$ cat config.mk
export PLATFORM = sky130hd
export DESIGN_NAME = mem_ctrl
export DESIGN_NICKNAME = d
export VERILOG_FILES = /design/src/rtl/mem_ctrl.sv
export SDC_FILE = /design/constraint.sdc
export NUM_CORES = 1
export LEC_CHECK = 0
export ABC_AREA = 1
export CAP_MARGIN = 20
export CORE_ASPECT_RATIO = 0.75
export CORE_MARGIN = 4
export CORE_UTILIZATION = 40
export CTS_BUF_LIST = sky130_fd_sc_hd__clkbuf_4 sky130_fd_sc_hd__clkbuf_8 sky130_fd_sc_hd__clkbuf_16
export DETAILED_ROUTE_END_ITERATION = 10
export PLACE_DENSITY = 0.69
export SLEW_MARGIN = 20
export SYNTH_ARGS = -nofsm -noshare
export SYNTH_HDL_FRONTEND = slang
export SYNTH_SLANG_ARGS = --single-unit
$ cat constraint.sdc
create_clock -name clk -period 1.79 [get_ports clk]
set_clock_uncertainty 0.1 [all_clocks]
set_input_delay 0.358 -clock clk [delete_from_list [all_inputs] [get_ports clk]]
set_output_delay 0.358 -clock clk [all_outputs]
set_load 0.05 [all_outputs]
$ cat src/rtl/mem_ctrl.sv
// mem_ctrl: single/burst read-write sequencer in front of a 1024x8 single-port RAM.
// Every RAM access is a one-cycle registered strobe followed by a deselect cycle.
module mem_ctrl #(
  parameter int ADDR_W = 10,
  parameter int DATA_W = 8
) (
  input  logic              clk,
  input  logic              rst,
  input  logic              req_valid,
  output logic              req_ready,
  input  logic              req_wr,
  input  logic [ADDR_W-1:0] req_addr,
  input  logic [3:0]        req_len,
  input  logic              wdata_valid,
  output logic              wdata_ready,
  input  logic [DATA_W-1:0] wdata,
  output logic              rsp_valid,
  input  logic              rsp_ready,
  output logic [DATA_W-1:0] rsp_data,
  output logic              done,
  output logic              mem_cs,
  output logic              mem_wr,
  output logic [ADDR_W-1:0] mem_addr,
  output logic [DATA_W-1:0] mem_din,
  input  logic [DATA_W-1:0] mem_dout
);

  typedef enum logic [2:0] {
    IDLE    = 3'd0,
    WR_WAIT = 3'd1,
    WR_ACC  = 3'd2,
    WR_GAP  = 3'd3,
    RD_ACC  = 3'd4,
    RD_RSP  = 3'd5
  } state_t;

  state_t     state;
  state_t     state_nxt;
  logic [3:0] beat_cnt;
  logic       last_beat;

  // Address wraps naturally at 2**ADDR_W, so bursts may cross the top of memory.
  function automatic logic [ADDR_W-1:0] addr_next(input logic [ADDR_W-1:0] a);
    return a + ADDR_W'(1);
  endfunction

  assign last_beat = (beat_cnt == 4'd0);

  always_ff @(posedge clk) begin
    if (rst) state <= IDLE;
    else     state <= state_nxt;
  end

  always_comb begin
    state_nxt   = state;
    req_ready   = 1'b0;
    wdata_ready = 1'b0;
    rsp_valid   = 1'b0;
    case (state)
      IDLE: begin
        req_ready = 1'b1;
        if (req_valid) state_nxt = req_wr ? WR_WAIT : RD_ACC;
      end
      WR_WAIT: begin
        wdata_ready = 1'b1;
        if (wdata_valid) state_nxt = WR_ACC;
      end
      WR_ACC:  state_nxt = WR_GAP;
      WR_GAP:  state_nxt = last_beat ? IDLE : WR_WAIT;
      RD_ACC:  state_nxt = RD_RSP;
      RD_RSP: begin
        rsp_valid = 1'b1;
        if (rsp_ready) state_nxt = last_beat ? IDLE : RD_ACC;
      end
      default: state_nxt = IDLE;
    endcase
  end

  // Strobes are registered from next-state so they are glitch-free and align
  // with the cycle spent in an access state; address/data only move outside it.
  always_ff @(posedge clk) begin
    if (rst) begin
      mem_cs   <= 1'b0;
      mem_wr   <= 1'b0;
      mem_addr <= '0;
      mem_din  <= '0;
      rsp_data <= '0;
      done     <= 1'b0;
      beat_cnt <= '0;
    end else begin
      mem_cs <= (state_nxt == WR_ACC) || (state_nxt == RD_ACC);
      mem_wr <= (state_nxt == WR_ACC);
      done   <= 1'b0;
      case (state)
        IDLE: begin
          if (req_valid) begin
            mem_addr <= req_addr;
            beat_cnt <= req_len;
          end
        end
        WR_WAIT: begin
          if (wdata_valid) mem_din <= wdata;
        end
        WR_GAP: begin
          if (last_beat) begin
            done <= 1'b1;
          end else begin
            beat_cnt <= beat_cnt - 4'd1;
            mem_addr <= addr_next(mem_addr);
          end
        end
        RD_ACC: rsp_data <= mem_dout;
        RD_RSP: begin
          if (rsp_ready) begin
            if (last_beat) begin
              done <= 1'b1;
            end else begin
              beat_cnt <= beat_cnt - 4'd1;
              mem_addr <= addr_next(mem_addr);
            end
          end
        end
        default: ;
      endcase
    end
  end

endmodule

==> results.py <==
metrics = {
    "outcome": {
        "outcome": "finished, final reports clean",
    },
    "floorplan": {
        "start_util": 0.412,
        "die_w_um": 86.4,
        "dieHeight_um": 66.8,
        "rows": 21,
        "coreArea_um2": 4470,
        "io_pins": 68,
        "dieArea_um2": 5770,
    },
    "clocking": {
        "path_clk_slew_ps": 70,
        "clock_path_buffers": 2,
        "clock_sinks": 36,
        "cts_tree": "built",
        "cts_root_buf": "clkbuf_8",
        "cts_buffers": 5,
        "clock_latency_ps": 290,
        "cts_hold_buf": 0,
        "cts_max_level": 2,
    },
    "min_path": {
        "hold_path_class": "flip-flop to flip-flop",
    },
    "timing": {
        "max_slew.worst_pin.slew_ps": 347,
        "final.setup.tns_ps": 0,
        "setup_viol": 0,
        "finalHoldViolations": 0,
        "maxSlewHeadroom": 0.768,
        "rsz0062_at_grt": "false",
        "fin_crit_sh": 0.917,
        "drv_slew": 0,
        "period_minus_slack_ps": 1640,
        "fmax_mhz": 609,
    },
    "routing": {
        "wire_per_inst_um": 12.2,
        "drtIter0Drc": 146,
        "wl_met2_um": 1990,
        "wl_met3_um": 262,
        "vias": 1915,
        "wirelength_met1_um": 2590,
        "viasPerCell": 4.76,
        "drc": 0,
        "drt-pass1-iter-count": 4,
        "drtAntennaViolNets": 0,
        "route.top_layer_used": "met4",
        "wl_um": 4920,
    },
    "setup_path": {
        "setup.worst_path.end_class": "flip-flop",
        "path_cells": "inv_2 > ha_1 > nand3_2 > inv_1 > nand2_2 > nand2_2 > nor2_4 > buf_12 > o21ai_0 > a21oi_1",
        "crit_fanout": 5,
        "startpoint_type": "flip-flop",
        "critPathMaxStageDelay_ps": 350,
        "path_delay_family": "simple AND/OR/NAND/NOR gates",
        "critPathKind": "flip-flop to flip-flop",
        "crit_top_cell": "nand2_2",
        "crit_required_ps": 1900,
        "worst-r2r-setup-slack_ps": 150,
        "crit_slowest_cell": "dfxtp_2",
        "worst-path-buf-inv": 3,
        "worstPathArrival_ps": 1750,
    },
    "synthesis": {
        "yosys_most_used_dff": "dfxtp_1",
        "yosysSeqAreaShare": 0.391,
        "syn_nets": 308,
        "synth_most_common_cell": "nor2_1",
        "ys_async_sr_fraction": 0,
        "ys_warn_count": 0,
        "synth_edf_count": 0,
        "synthesis.area_um2": 1840,
        "syn_area_per_cell_um2": 6.85,
        "synth_cell_types": 25,
        "synth_area_leaders": "dfxtp_1, nor2_1, nand2_1",
        "synth_top_cells_by_count": "nor2_1, nand2_1, dfxtp_1, o21ai_0, inv_1",
        "ys_ff_latch": 36,
        "synthCells": 269,
        "yosys.area.top_type": "dfxtp_1",
        "synth_top_area_frac": 0.391,
    },
    "grt": {
        "antenna_found_initial": 0,
        "grt_pass1_vias": 1727,
        "grt.total_usage": 0.171,
        "grt_pass1_wl_um": 7850,
        "grt_max_degree": 30,
        "overflow": 0,
    },
    "finish": {
        "drive_gt1_frac": 0.241,
        "multi_input_area_um2": 920,
        "area_growth_pct": 48.3,
        "nFillCells": 429,
        "num_antenna_cells": 0,
        "register_area_um2": 727,
        "nets": 383,
    },
    "pwr": {
        "p_leak_uw": 0.00126,
        "power_density_nw_per_um2": 1500,
        "total_power_uw": 4090,
        "ir_worst_vdd_mv": 0.781,
    },
    "place": {
        "post-dp-hpwl_um": 3500,
        "portBuffers": 67,
        "place.gp.congestion": 0.903,
    },
    "job": {
        "cap_viol_max_count": 0,
    },
}
## per-layer routing
layer  global-route usage  vias up
met1                0.243      855
met3               0.0383        7
met5                    0        -
li1                     -     1003
met2                0.247       50
met4               0.0681        0
## flip-flops by register name, summed over array words and instances, names as in the netlist
signal	cells
mem_wr	1
rsp_data	8
mem_addr	10
beat_cnt	4
mem_din	8
mem_cs	1
state	3
done	1
## cell usage in the layout (no fill, tap or decap), types with 3 or more instances in the layout
cell type | netlist | final
dfxtp_1 | 36 | 31
clkdlybuf4s50_1 | 0 | 35
inv_1 | 25 | 23
dfxtp_2 | 0 | 5
nand3_2 | 4 | 5
buf_4 | 0 | 33
o22ai_1 | 3 | 3
a21oi_1 | 7 | 7
nand2_2 | 8 | 7
nand2_1 | 52 | 52
ha_1 | 3 | 3
nand3_1 | 14 | 13
nor2_1 | 56 | 56
clkbuf_8 | 0 | 5
buf_12 | 1 | 7
inv_2 | 5 | 6
o21ai_0 | 34 | 34
## report_power, final
part,internal [uW],switching [uW]
clock network,308,284
logic,893,1380
registers,1020,201
## worst reg2reg max path, stage by stage, from the launching register on
cell     delay [ps]
dfxtp_2         350
inv_2            60
ha_1            200
nand3_2          80
inv_1            50
nand2_2          70
nand2_2          60
nor2_4          210
buf_12          160
o21ai_0          80
a21oi_1         150
## stage by stage
step                      hold slack (ps)  cell area [um2]  setup WS, ps   util  std cells
after floorplan                       374             1840          94.6      -        269
after global placement                368             2540          74.6  0.569        388
after CTS                             380             2630           130  0.590        396
final                                 375             2730           148  0.611        402
after detailed placement              368             2540          57.4  0.569        388
after global routing                  417             2730          21.3  0.611        402
## layout make-up
class                           instances  share of cell area
Tap cell                               57              0.0261
Inverter                               31              0.0467
Multi-Input combinational cell        192               0.337
Timing Repair Buffer                   78               0.290
Sequential cell                        36               0.266
Clock inverter                          1             0.00321
Clock buffer                            7              0.0307
## worst paths after layout
check	startpoint	to	cells after the start
setup / recovery	beat_cnt[0]	mem_addr[4]	10
hold / removal	mem_addr[2]	mem_addr[2]	2
setup reg to reg	beat_cnt[0]	mem_addr[4]	10
hold reg to reg	mem_addr[2]	mem_addr[2]	2
## kinds of logic (layout without fill, tap and decap cells)
kind of cell / count (synthesis) / after routing / synth area share
and+or+nand+nor: 140 / 140 / 0.330
AOI/OAI and AO/OA: 49 / 49 / 0.143
buffers and inverters: 41 / 117 / 0.115
DFF: 36 / 36 / 0.391
adders and majority gates: 3 / 3 / 0.0204
## timing repair
action,in CTS,in global routing
buffers inserted,0,4
resized for setup,0,9
setup endpoints to repair,0,3
(Power assumes the default switching activity.)
